### src/rtl/beam_timing_gen.sv
// beam_timing_gen: programmable H/V beam timing generator; timing registers are double-buffered
// and the shadow copy is loaded at frame end.
module beam_timing_gen #(
  parameter int HW       = 9,
  parameter int VW       = 11,
  parameter int AW       = 4,
  parameter int DEF_HTOT = 227,
  parameter int DEF_VTOT = 312
) (
  input  logic          clk,
  input  logic          reset,
  input  logic          clk_en,
  input  logic          wr,
  input  logic [AW-1:0] reg_addr,
  input  logic [15:0]   data_in,
  output logic [15:0]   data_out,
  output logic [HW-1:0] hpos,
  output logic [VW-1:0] vpos,
  output logic          _hsync,
  output logic          _vsync,
  output logic          blank,
  output logic          eol,
  output logic          eof,
  output logic          long_frame,
  output logic [HW-1:0] htotal_out
);
  typedef struct packed {
    logic [HW-1:0] htot, hss, hse, hbs, hbe;
    logic [VW-1:0] vtot, vss, vse, vbs, vbe;
  } timing_t;
  localparam timing_t DEF = '{HW'(DEF_HTOT), '0, '0, '0, '0, VW'(DEF_VTOT), '0, '0, '0, '0};
  timing_t       live, shd;
  logic [3:0]    ctrl;
  logic          ilace, hs, vs, h_end, f_end, short_f;
  logic [VW-1:0] v_eff;
  logic [15:0]   rd;
  function automatic logic win_h(input logic [HW-1:0] p, s, e);
    return s < e ? (p >= s && p < e) : (s > e && (p >= s || p < e));
  endfunction
  function automatic logic win_v(input logic [VW-1:0] p, s, e);
    return s < e ? (p >= s && p < e) : (s > e && (p >= s || p < e));
  endfunction
  assign short_f = ilace & ~long_frame;
  assign h_end   = hpos == shd.htot;
  assign f_end   = h_end && (vpos == shd.vtot || (short_f && vpos == shd.vtot - VW'(1)));
  // short interlace field: vertical sync tracks a line that starts half-way across
  assign v_eff      = (short_f && hpos < (shd.htot >> 1)) ? vpos - VW'(1) : vpos;
  assign _hsync     = ctrl[1] ? hs : ~hs;
  assign _vsync     = ctrl[2] ? vs : ~vs;
  assign htotal_out = shd.htot;
  always_comb begin
    rd = '0;
    case (32'(reg_addr))
      0:       rd = 16'(live.htot);
      1:       rd = 16'(live.hss);
      2:       rd = 16'(live.hse);
      3:       rd = 16'(live.hbs);
      4:       rd = 16'(live.hbe);
      5:       rd = 16'(live.vtot);
      6:       rd = 16'(live.vss);
      7:       rd = 16'(live.vse);
      8:       rd = 16'(live.vbs);
      9:       rd = 16'(live.vbe);
      10:      rd = 16'(ctrl);
      default: rd = '0;
    endcase
  end
  always_ff @(posedge clk or posedge reset) begin
    if (reset) begin
      live       <= DEF;
      shd        <= DEF;
      ctrl       <= '0;
      ilace      <= 1'b0;
      hpos       <= '0;
      vpos       <= '0;
      long_frame <= 1'b1;
      hs         <= 1'b0;
      vs         <= 1'b0;
      blank      <= 1'b1;
      eol        <= 1'b0;
      eof        <= 1'b0;
      data_out   <= '0;
    end else begin
      data_out <= rd;
      hs       <= win_h(hpos, shd.hss, shd.hse);
      vs       <= win_v(v_eff, shd.vss, shd.vse);
      blank    <= win_h(hpos, shd.hbs, shd.hbe) | win_v(vpos, shd.vbs, shd.vbe);
      eol      <= clk_en & h_end;
      eof      <= clk_en & f_end;
      if (clk_en) begin
        hpos <= h_end ? '0 : hpos + HW'(1);
        vpos <= f_end ? '0 : h_end ? vpos + VW'(1) : vpos;
        if (f_end) begin
          shd        <= live;
          ilace      <= ctrl[0];
          long_frame <= ilace ? ~long_frame : 1'b1;
        end
      end
      if (wr)
        case (32'(reg_addr))
          0:       live.htot <= HW'(data_in);
          1:       live.hss  <= HW'(data_in);
          2:       live.hse  <= HW'(data_in);
          3:       live.hbs  <= HW'(data_in);
          4:       live.hbe  <= HW'(data_in);
          5:       live.vtot <= VW'(data_in);
          6:       live.vss  <= VW'(data_in);
          7:       live.vse  <= VW'(data_in);
          8:       live.vbs  <= VW'(data_in);
          9:       live.vbe  <= VW'(data_in);
          10: begin
            ctrl       <= 4'(data_in);
            long_frame <= data_in[3];
          end
          default: ;
        endcase
    end
  end
endmodule

### config.mk
export PLATFORM = sky130hd
export DESIGN_NAME = beam_timing_gen
export DESIGN_NICKNAME = d
export VERILOG_FILES = /design/src/rtl/beam_timing_gen.sv
export SDC_FILE = /design/constraint.sdc
export NUM_CORES = 1
export LEC_CHECK = 0
export ABC_CLOCK_PERIOD_IN_PS = 17200
export BUFFER_PORTS_ARGS = -buffer_cell sky130_fd_sc_hd__buf_2
export CAP_MARGIN = 20
export CORE_AREA = 2 2 188 153
export DETAILED_ROUTE_END_ITERATION = 12
export DIE_AREA = 0 0 190 155
export PLACE_DENSITY = 0.67
export SYNTH_ARGS = -nofsm -noshare
export SYNTH_HDL_FRONTEND = slang
export SYNTH_SLANG_ARGS = --single-unit
### constraint.sdc
create_clock -name clk -period 17.2 [get_ports clk]
set_clock_uncertainty 0.15 [all_clocks]
set_input_delay 1.72 -clock clk [delete_from_list [all_inputs] [get_ports clk]]
set_output_delay 1.72 -clock clk [all_outputs]
set_load 0.02 [all_outputs]
# Yosys cells after proc, flatten, opt, wreduce, memory -nomap -nowiden
# Index checks and enable logic that the tools add are counted.
# word_totals
register_bits	247
latch_bits	0
ramBits	0
mem_bits_ro	0
in_bits	24
out_inout_bits	51
wordCells	119
n_memories	0
# op_classes
addsub	4
n_mul	0
div	0
n_lt_le_gt_ge	17
n_eq_ne	13
shift	0
n_mux	16
n_bitwise	7
n_reduce_logical	31
# op_table
operator	n
$pmux 11 s11	1
$lt 11x11->1	4
$lt 9x9->1	4
$mux 11	3
$reduce_and 2->1	13
$eq 11x11->1	2
$ge 11x11->1	2
$gt 11x11->1	2
$sub 11x1->11 const B	2
$ge 9x9->1	2
$gt 9x9->1	2
$eq 4x3->1 const B	4
$eq 4x4->1 const B	3
$add 11x1->11 const B	1
$logic_and 1x1->1	11
$mux 1	11
$add 9x1->9 const B	1
$eq 9x9->1	1
$lt 9x8->1	1
$mux 9	1
$eq 4x2->1 const B	2
$logic_or 1x1->1	5
$eq 4x1->1 const B	1
$logic_not 4->1	1
4 further kinds	8

# Logic depth before layout (Yosys ltp)
# Gate-level depths: netlist of the first run.
# depth
depth_word	9
ltp_mapped	17
mapped_depth_nobuf	17

# Worst setup path after synthesis of the first run
# Ideal clock, no wire load.
# synth_timing
kind	flip-flop to flip-flop
from	reg hpos[6]
to	reg vs
setup_ps	124
arrival_ps	3357
required_ps	16926
path_slack_ps	13570
stages_incl_launch_ff	16
n_path_buf	0
synth_period_minus_slack_ps	3630
cell_sequence	dfrtp_1 > ha_1 > and4b_1 > a22oi_1 > nand2_1 > a31oi_1 > nand3_1 > nor2_1 > xor2_1 > ha_1 > a21o_1 > a2111oi_0 > o21a_1 > o21ai_0 > mux2i_1 > o31ai_1
# synth_via
elab_chain_len	7
word_cells_on_any_way	9
cone_classes	3 x order compare; 2 x mux; 4 x reduce/logical
# synth_lines
item	line	text
start, declared	17	output logic [HW-1:0] hpos,
start signal, assigned	91	hpos <= h_end ? '0 : hpos + HW'(1);
$lt 9x8->1 (*)	47	assign v_eff = (short_f && hpos < (shd.htot >> 1)) ? vpos - VW'(1) : vpos;
$logic_and 1x1->1 (*)	47	
$mux 11 (*)	47	
$ge 11x11->1 / $lt 11x11->1 (equally long branches)	41	return s < e ? (p >= s && p < e) : (s > e && (p >= s || p < e));
$logic_or 1x1->1	41	
$logic_and 1x1->1	41	
$mux 1 (*)	41	
end signal, assigned	86	vs <= win_v(v_eff, shd.vss, shd.vse);
end, declared	34	logic ilace, hs, vs, h_end, f_end, short_f;
# Mark *: on every way between the ends. The rest lies on a longest branch, timed or not.
# A chain may end at the register's enable or synchronous reset.

# Worst setup path in the final report of the first run
# layout_timing
from	reg hpos[3]
to	reg shd[55] in the netlist's numbering
# layout_via
elab_chain_len	3
# layout_lines
item	line	text
$eq 9x9->1	44	assign h_end = hpos == shd.htot;
$logic_and 1x1->1	45	assign f_end = h_end && (vpos == shd.vtot || (short_f && vpos == shd.vtot - VW'(1)));
$reduce_and 2->1 (no line)	n/a	
end signal, assigned	94	shd <= live;
end, declared	32	timing_t live, shd;
# Every way passes these cells.

==> results of run 1 <==
==> critical path, delay by kind of cell, from the launching register on <==
| kind | cells | cell delay (ns) |
|---|---|---|
| xor+xnor | 1 | 0.19 |
| compound gates | 1 | 0.87 |
| mux | 1 | 0.42 |
| buf+inv | 2 | 1.57 |
| simple gates | 3 | 0.91 |
| flops | 1 | 0.74 |
==> cells in the mapped netlist, types with 10 or more instances <==
cell      instances
a21o_1           23
a21oi_1          29
a22oi_1          14
buf_2            10
buf_4            25
clkbuf_1         33
dfrtp_1         222
dfstp_2          20
ha_1            127
inv_1            98
mux2_2          115
mux2i_1          11
nand2_1         146
nand2b_1         13
nand3_1          32
nand4_1          20
nor2_1           34
nor2b_1          12
nor3_1           18
o21a_1           10
o21ai_0         106
o21ai_1          13
xnor2_1          29
xor2_1           18
==> cells by family after synthesis <==
group / count (synthesis)
xor gates and xnor gates: 48
DFF: 242
and+or+nand+nor: 323
AOI/OAI and AO/OA: 269
other: 1
buffers and inverters: 175
muxes: 131
adders and majority gates: 127
==> state kept, by name, summed over array words and instances, names as in the netlist <==
name / flops
data_out: 11
eol: 1
long_frame: 1
htotal_out: 9
shd: 91
hs: 1
eof: 1
ctrl: 4
vpos: 11
ilace: 1
vs: 1
live: 100
hpos: 9
blank: 1
==> power by group <==
part / switching, mW / internal, mW
clock network: 0.231 / 0.325
logic: 0.120 / 0.0972
registers: 0.0800 / 0.641
==> cell type report <==
cell class	instances	area, sq um
Antenna cell	1	2.50
Clock buffer	40	774
Clock inverter	8	72.6
Fill cell	2402	12800
Inverter	100	383
Multi-Input combinational cell	903	6790
Sequential cell	242	6080
Tap cell	370	463
Timing Repair Buffer	74	395
==> metal layers <==
| metal | global-route usage [%] | wire length (um) | up-vias | part of all wire, % |
|---|---|---|---|---|
| met1 | 37.0 | 17300 | 5088 | 48 |
| met3 | 5.55 | 2400 | 45 | 6.6 |
| met5 | 0 | 0 | - | 0 |
| li1 | - | - | 4726 | - |
| met2 | 36.9 | 15700 | 274 | 43 |
| met4 | 6.46 | 855 | 0 | 2.4 |
==> worst max path at each step <==
stage          cells after the start  slack [ns]             endpoint
2_1_floorplan                      1        8.72  ctrl[0]$_DFFE_PP0P_
6_report                           8       12.13  shd[55]$_DFFE_PP0P_
4_1_cts                            8       12.13  shd[55]$_DFFE_PP0P_
3_3_place_gp                       6       11.83  shd[55]$_DFFE_PP0P_
3_5_place_dp                       6       11.81  shd[55]$_DFFE_PP0P_
5_1_grt                            8       11.73  shd[55]$_DFFE_PP0P_
==> results.json, run 1 <==
{
  "synth-xor-area-share_pct": 3.14,
  "min_period_ns": 5.07,
  "track_usage_pct": 24.9,
  "clock-root-buffer": "clkbuf_16",
  "dpl.hpwl_um": 26200,
  "crit_fanout": 92,
  "utilization_pct": 53.9,
  "required_ns": 17.46,
  "port_buffers": 64,
  "cts_resized": 0,
  "clk_path_buf_depth": 3,
  "setup_viol": 0,
  "crit_top_cell": "buf_4",
  "worst-r2r-setup-slack_ns": 12.13,
  "hold_buffers": 0,
  "path_clk_slew_ns": 0.06,
  "synth_top_family_by_area": "compound AO/OA/AOI/OAI gates",
  "ir_drop_mv": 0.0866,
  "synth_cell_types": 69,
  "rsz0062_at_grt": "no",
  "maxSlewHeadroom_pct": 34.4,
  "grt_pass1_vias": 9808,
  "arrival_ns": 5.33,
  "yosys.area.top_type": "dfrtp_1",
  "regToRegEndpoint": "shd[55]$_DFFE_PP0P_",
  "nNetsFinal": 1498,
  "dp_cells": 1688,
  "powerDensity_nw_per_um2": 99.9,
  "grt_antenna_before_repair": 1,
  "end_kind": "flip-flop",
  "leakagePower_nw": 7.41,
  "synthMuxAreaShare_pct": 10.7,
  "vias_per_cell": 5.83,
  "crit_chain": "xnor2_1, nand3_1, nor3_2, nand2_1, o41ai_4, buf_4, buf_4, mux2_2",
  "synth_enable_flop_cells": 0,
  "wl_per_cell_um": 20.8,
  "grt_pass1_wl_um": 56800,
  "core_sq_um": 27700,
  "status": "finished, final reports clean",
  "final_cells": 1738,
  "dpl_worst_slack_ns": 11.81,
  "drc": 0,
  "dr.first_iter.drc_count": 781,
  "finalHoldViolCount": 0,
  "synth-compound-area-share_pct": 12.6,
  "final_max_slew_viol_count": 0,
  "fin_tns_setup_ns": 0,
  "layout-drive-gt1-share_pct": 18.8,
  "maxCapViolations": 0,
  "overflow": 0,
  "dieArea_sq_um": 29500,
  "synth-main-ff-cell": "dfrtp_1",
  "cpPeakStageDelay_ns": 0.87,
  "syn_avg_cell_area_sq_um": 10.3,
  "detail-route-antenna-nets": 0,
  "io_pins": 75,
  "syn_area_sq_um": 13600,
  "vias": 10133,
  "die_h_um": 155,
  "syn_inst": 1316,
  "ys_ff_latch": 242,
  "reg2reg_from": "hpos[3]$_DFFE_PP0P_",
  "hold_end": "shd[57]$_DFFE_PP0P_",
  "hold-worst-slack_ns": 0.346,
  "gp_congestion": 0.931,
  "rr_worst_depth": 8,
  "max_freq_mhz": 197,
  "async_flop_share_pct": 100,
  "synth-simple-area-share_pct": 11.5,
  "slowest_stage": "o41ai_4",
  "power.total_mw": 1.49,
  "min_from": "live[57]$_DFFE_PP0P_",
  "cts_tree": "yes",
  "hold_class": "flip-flop to flip-flop",
  "clkSinkCount": 242,
  "cp-start-kind": "flip-flop",
  "h-tree-depth": 1,
  "routed_wl_um": 36200,
  "yosys.area_share.adder_pct": 11.7,
  "numCtsBuffers": 26,
  "num_rows": 55,
  "dr.pass1.iters": 5,
  "synth_top_area_share_pct": 40.8,
  "tightest_slew_ns": 0.977,
  "cts_setup_buffers": 0,
  "placed_area_sq_um": 14100,
  "fin_crit_sh_pct": 29.5,
  "setup_slack_ns": 12.13,
  "start_util_pct": 49.1,
  "crit_type": "flip-flop to flip-flop",
  "design_area_sq_um": 15000,
  "yosysSeqAreaShare_pct": 44.7,
  "layout_commonest_cell": "dfrtp_1",
  "syn_to_final_growth_pct": 9.86,
  "most-common-layout-cells": "222 x dfrtp_1, 146 x nand2_1, 127 x ha_1",
  "whs_path_depth": 2,
  "synthTopCellsByArea": "dfrtp_1 41%, ha_1 12%, mux2_2 9.5%, nand2_1 4.0%, o21ai_0 3.9%",
  "grt_max_degree": 104,
  "yosys_warnings": 0,
  "worstSetupStartpoint": "hpos[3]$_DFFE_PP0P_",
  "clock_latency_ns": 0.53,
  "die_w_um": 190
}
Note: power is estimated with default switching activity, not from simulation.
==> run 2, diff against run 1 <==
--- a/config.mk
+++ b/config.mk
@@ -5,13 +5,13 @@
 export SDC_FILE = /design/constraint.sdc
 export NUM_CORES = 1
 export LEC_CHECK = 0
-export ABC_CLOCK_PERIOD_IN_PS = 17200
+export ABC_CLOCK_PERIOD_IN_PS = 4650
 export BUFFER_PORTS_ARGS = -buffer_cell sky130_fd_sc_hd__buf_2
 export CAP_MARGIN = 20
 export CORE_AREA = 2 2 188 153
 export DETAILED_ROUTE_END_ITERATION = 12
 export DIE_AREA = 0 0 190 155
-export PLACE_DENSITY = 0.67
+export PLACE_DENSITY = 0.69
 export SYNTH_ARGS = -nofsm -noshare
 export SYNTH_HDL_FRONTEND = slang
 export SYNTH_SLANG_ARGS = --single-unit
==> constraint.sdc (replaced) <==
create_clock -name clk -period 4.65 [get_ports clk]
set_clock_uncertainty 0.15 [all_clocks]
set_input_delay 0.465 -clock clk [delete_from_list [all_inputs] [get_ports clk]]
set_output_delay 0.465 -clock clk [all_outputs]
set_load 0.02 [all_outputs]
==> run 2 against run 1 <==
Net effect:
- the flow now finishes with violations (negative hold slack)
- via count fell by 0.67%
- sequential share of layout area fell by 0.33 points
- non-clock buffer count grew 5
- hold slack worse by 0.37 ns
- clock power rose to 3.8 times the previous value
- register-to-register slack got worse by 11 ns
- utilization increased by 0.44 points
- critical path depth is 9 higher
- worst setup slack lost 11 ns
- highest routed layer unchanged
==> results.json, run 2 (synthesized netlist as in run 1, its figures left out) <==
{
  "grt_antenna_before_repair": 0,
  "m1WireLength_um": 17000,
  "status": "finished, violations left",
  "dr.pass1.iters": 8,
  "maxSlewHeadroom_pct": 33.0,
  "hold-worst-slack_ns": -0.0207,
  "overflow": 0,
  "nNetsFinal": 1503,
  "track_usage_pct": 24.9,
  "syn_to_final_growth_pct": 10.8,
  "cts_tree": "yes",
  "antennaDiodeCount": 0,
  "largest_reg_flops": 100,
  "die_h_um": 155,
  "vias_per_cell": 5.78,
  "num_rows": 55,
  "ir_drop_mv": 0.277,
  "rsz0062_at_grt": "no",
  "clock_latency_ns": 0.53,
  "maxCapViolations": 0,
  "routed_wl_um": 36000,
  "arrival_ns": 4.24,
  "layout-drive-gt1-share_pct": 19.1,
  "cts_setup_buffers": 0,
  "path_clk_slew_ns": 0.06,
  "clkSinkCount": 242,
  "setup_viol": 0,
  "failed_checks": "negative hold slack",
  "cp-endpoint": "vs$_DFF_PP0_",
  "met2_length_um": 15700,
  "top_regs": "live x100, shd x91",
  "vias": 10065,
  "setup_slack_ns": 0.669,
  "hold_buffers": 0,
  "powerDensity_nw_per_um2": 372,
  "clock-root-buffer": "clkbuf_16",
  "core_sq_um": 27700,
  "dpl.hpwl_um": 26000,
  "port_buffers": 64,
  "dpl_worst_slack_ns": 0.778,
  "h-tree-depth": 1,
  "end_kind": "flip-flop",
  "die_w_um": 190,
  "fin_tns_setup_ns": 0,
  "grt_pass1_vias": 9888,
  "clk_path_buf_depth": 3,
  "reg2reg_from": "htotal_out[7]$_DFFE_PP1P_",
  "layout_commonest_cell": "dfrtp_1",
  "required_ns": 4.91,
  "leakagePower_nw": 7.46,
  "max_freq_mhz": 251,
  "dr.first_iter.drc_count": 926,
  "min_period_ns": 3.98,
  "highest_layer": "met4",
  "top_register": "live",
  "most-common-layout-cells": "222 x dfrtp_1, 146 x nand2_1, 127 x ha_1",
  "finalHoldViolCount": 6,
  "io_pins": 75,
  "met3_length_um": 2700,
  "regToRegEndpoint": "vs$_DFF_PP0_",
  "fin_crit_sh_pct": 85.6,
  "dieArea_sq_um": 29500,
  "worst-r2r-setup-slack_ns": 0.67,
  "cp-start-kind": "flip-flop",
  "cts_resized": 0,
  "rr_worst_depth": 17,
  "crit_fanout": 5,
  "worstSetupStartpoint": "htotal_out[7]$_DFFE_PP1P_",
  "drc": 0,
  "grt_max_degree": 128,
  "tightest_slew_ns": 0.996,
  "crit_type": "flip-flop to flip-flop",
  "numCtsBuffers": 26,
  "grt_pass1_wl_um": 56800,
  "detail-route-antenna-nets": 0,
  "start_util_pct": 49.1,
  "gp_congestion": 0.907,
  "hold_class": "input port to async pin",
  "final_max_slew_viol_count": 0,
  "wl_per_cell_um": 20.7
}
==> run 2: cell type report <==
class / count / area [sq um]
fillers: 2452 / 12700
multi-input cells: 903 / 6790
flip-flops and latches: 242 / 6080
clock buffers: 41 / 798
repair buffers: 79 / 483
well taps: 370 / 463
inverters: 100 / 379
clock inverters: 6 / 90.1
==> run 2: layer usage <==
| metal | vias up | track usage (%) |
|---|---|---|
| met5 | - | 0 |
| met4 | 0 | 5.46 |
| met3 | 35 | 5.84 |
| met2 | 310 | 36.8 |
| met1 | 4989 | 37.1 |
| li1 | 4731 | - |
==> run 2: worst min path at each step <==
| stage | startpoint | end | cells past startpoint | slack (ns) |
|---|---|---|---|---|
| after global routing | reset | hpos[0]$_DFFE_PP0P_ | 3 | 0.04 |
| final | reset | shd[65]$_DFFE_PP0P_ | 3 | -0.02 |
| after global placement | live[58]$_DFFE_PP0P_ | shd[58]$_DFFE_PP0P_ | 2 | 0.34 |
| after CTS | reset | shd[75]$_DFFE_PP0P_ | 3 | 0.04 |
| after floorplan | live[89]$_DFFE_PP0P_ | shd[89]$_DFFE_PP0P_ | 2 | 0.31 |
| after detailed placement | live[58]$_DFFE_PP0P_ | shd[58]$_DFFE_PP0P_ | 2 | 0.34 |
==> run 2: metrics by stage <==
step,instance area [sq um],hold WS (ns),utilization (%),std cells,total power [mW]
6_report,15100,-0.0207,54.4,1741,5.60
3_5_place_dp,14200,0.344,51.2,1694,3.49
2_1_floorplan,13600,0.307,-,1320,3.13
3_3_place_gp,14200,0.338,51.2,1694,3.45
4_1_cts,15100,0.0392,54.4,1741,5.61
5_1_grt,15100,0.0400,54.4,1741,5.84
==> run 2: worst max-delay path, cell delays in order, from the launching register on <==
cell and delay [ns]:
dfstp_2 0.54, inv_1 0.06, ha_1 0.30, and4b_1 0.21, a22oi_1 0.19, nand2_1 0.08
a31oi_1 0.19, buf_4 0.20, nand3_1 0.11, nor2_1 0.13, xor2_1 0.22, ha_1 0.28
a21o_1 0.16, a2111oi_0 0.47, o21a_1 0.20, o21ai_0 0.13, mux2i_1 0.16, o31ai_1 0.08
==> run 2: report_power, final <==
| part | switching (mW) | total, mW | internal [mW] |
|---|---|---|---|
| Sequential | 0.296 | 2.67 | 2.37 |
| Combinational | 0.437 | 0.800 | 0.363 |
| Clock | 0.847 | 2.13 | 1.29 |
| Total | 1.58 | 5.60 | 4.02 |
==> run 3, diff against run 2 <==
--- a/config.mk
+++ b/config.mk
@@ -5,7 +5,7 @@
 export SDC_FILE = /design/constraint.sdc
 export NUM_CORES = 1
 export LEC_CHECK = 0
-export ABC_CLOCK_PERIOD_IN_PS = 4650
+export ABC_CLOCK_PERIOD_IN_PS = 3450
 export BUFFER_PORTS_ARGS = -buffer_cell sky130_fd_sc_hd__buf_2
 export CAP_MARGIN = 20
 export CORE_AREA = 2 2 188 153
==> constraint.sdc (replaced) <==
create_clock -name clk -period 3.45 [get_ports clk]
set_clock_uncertainty 0.15 [all_clocks]
set_input_delay 0.345 -clock clk [delete_from_list [all_inputs] [get_ports clk]]
set_output_delay 0.345 -clock clk [all_outputs]
set_load 0.02 [all_outputs]
==> run 3 against run 2 <==
Net effect:
- the flow finishes with violations (negative setup slack)
- global-route usage is 0.76 points higher
- final cell count is 2.9% higher
- utilization is 1.8 points higher
- cell area is 3.4% higher
- register-to-register slack worse by 0.74 ns
- wire length is 3.0% higher
- flip-flop and latch count stayed put
- first-iteration DRC count is 8.5% higher
- critical endpoint unchanged
==> results.json, run 3 (synthesized netlist as in run 1, its figures left out) <==
{
  "power.total_mw": 7.49,
  "io_pins": 75,
  "maxCapViolations": 0,
  "grt_antenna_before_repair": 1,
  "cp-start-kind": "flip-flop",
  "wl_per_cell_um": 20.7,
  "cpPeakStageDelay_ns": 0.54,
  "crit_fanout": 4,
  "leakagePower_nw": 7.72,
  "layout_commonest_cell": "dfrtp_1",
  "most-common-layout-cells": "222 x dfrtp_1, 144 x nand2_1, 124 x ha_1",
  "crit_top_cell": "buf_4",
  "vias_per_cell": 5.83,
  "port_buffers": 64,
  "core_sq_um": 27700,
  "tightest_slew_ns": 0.680,
  "slowest_stage": "dfstp_2",
  "grt_pass1_wl_um": 58500,
  "dpl_worst_slack_ns": -0.324,
  "start_util_pct": 49.1,
  "status": "finished, violations left",
  "clock_latency_ns": 0.54,
  "path_clk_slew_ns": 0.06,
  "drc": 0,
  "rsz0062_at_grt": "yes",
  "layout-drive-gt1-share_pct": 23.0,
  "clkSinkCount": 242,
  "min_period_ns": 3.52,
  "overflow": 0,
  "max_freq_mhz": 284,
  "syn_to_final_growth_pct": 14.5,
  "numCtsBuffers": 25,
  "clk_path_buf_depth": 3,
  "finalHoldViolCount": 0,
  "gp_congestion": 0.948,
  "top_regs": "live x100, shd x91",
  "dr.first_iter.drc_count": 1005,
  "die_w_um": 190,
  "grt_pass1_vias": 10408,
  "fillers": 2322,
  "ir_drop_mv": 0.369,
  "failed_checks": "negative setup slack",
  "dieArea_sq_um": 29500,
  "hold_class": "input port to flip-flop",
  "powerDensity_nw_per_um2": 480,
  "grt_max_degree": 92,
  "largest_reg_flops": 100,
  "vias": 10440,
  "dr.pass1.iters": 5,
  "antennaDiodeCount": 0,
  "nNetsFinal": 1554,
  "num_rows": 55,
  "cts_tree": "yes",
  "setup_viol": 1,
  "dpl.hpwl_um": 27300,
  "arrival_ns": 3.78,
  "hold-worst-slack_ns": 0.0740,
  "setup_slack_ns": -0.0733,
  "maxSlewHeadroom_pct": 54.6,
  "top_register": "live",
  "clock-root-buffer": "clkbuf_16",
  "h-tree-depth": 1,
  "crit_type": "flip-flop to flip-flop",
  "fin_crit_sh_pct": 102,
  "required_ns": 3.71,
  "routed_wl_um": 37100,
  "track_usage_pct": 25.6,
  "final_max_slew_viol_count": 0,
  "detail-route-antenna-nets": 0,
  "end_kind": "flip-flop",
  "die_h_um": 155,
  "crit_chain": "inv_2, ha_4, and4b_1, a22oi_2, nand2_1, a31oi_1, buf_4, nand3_4, nor2_4, xor2_2, buf_4, buf_4, ha_4, nand4_1, or4_1, a31oi_2, o31ai_1",
  "fin_tns_setup_ns": -0.0733
}
## run 3: layout make-up
class,count,area [sq um],share of cell area (%)
Sequential cell,242,6080,39.0
Tap cell,370,463,2.97
Multi-Input combinational cell,903,6970,44.7
Clock buffer,37,691,4.43
Clock inverter,9,128,0.818
Timing Repair Buffer,131,887,5.69
Inverter,100,379,2.43
## run 3: final timing paths
kind / startpoint / endpoint / slack (ns) / cells after the start
worst min-delay path: data_in[0] / ctrl[0]$_DFFE_PP0P_ / 0.07 / 3
worst max-delay path: htotal_out[7]$_DFFE_PP1P_ / vs$_DFF_PP0_ / -0.07 / 17
max in group asynchronous: reset / live[88]$_DFFE_PP0P_ / 1.88 / 4
worst min register to register: live[97]$_DFFE_PP1P_ / htotal_out[6]$_DFFE_PP1P_ / 0.35 / 2
min in group asynchronous: reset / shd[55]$_DFFE_PP0P_ / 0.24 / 3
worst max register to register: htotal_out[7]$_DFFE_PP1P_ / vs$_DFF_PP0_ / -0.07 / 17
## run 3: timing repair
| action | in CTS | in global routing |
|---|---|---|
| hold buffers | 4 | 0 |
| gates resized for setup | 21 | 14 |
| endpoints found under the setup margin | 1 | 13 |
| hold endpoints to repair | 25 | 0 |
| pin swaps | 15 | 9 |
| setup buffers | 3 | 0 |
## run 3: metrics by stage
step / instance area, sq um / std cells / util (%)
2_1_floorplan: 13600 / 1320 / -
3_3_place_gp: 14500 / 1739 / 52.4
3_5_place_dp: 14500 / 1739 / 52.4
4_1_cts: 15500 / 1792 / 55.9
5_1_grt: 15600 / 1792 / 56.2
6_report: 15600 / 1792 / 56.2
## run 3: report_power, final
part / switching (mW) / leakage, nW / internal, mW
combinational: 0.668 / 4.63 / 0.523
clock: 1.13 / 0.401 / 1.61
sequential: 0.349 / 2.68 / 3.20
## run 3: per-layer routing
metal / wire [um] / part of all wire, % / vias up / track usage (%)
met5: 12 / 0.032 / - / 0
met4: 893 / 2.4 / 2 / 5.98
met3: 3010 / 8.1 / 69 / 6.09
met2: 16200 / 44 / 366 / 38.7
met1: 17000 / 46 / 5169 / 37.5
li1: - / - / 4834 / -
## run 3: critical path, delay by kind of cell, from the launching register on
family | cells | cell delay [ns]
flops | 1 | 0.54
fa+ha+maj | 2 | 0.47
compound gates | 4 | 0.57
xor+xnor | 1 | 0.07
simple gates | 6 | 1.04
buf+inv | 4 | 0.55
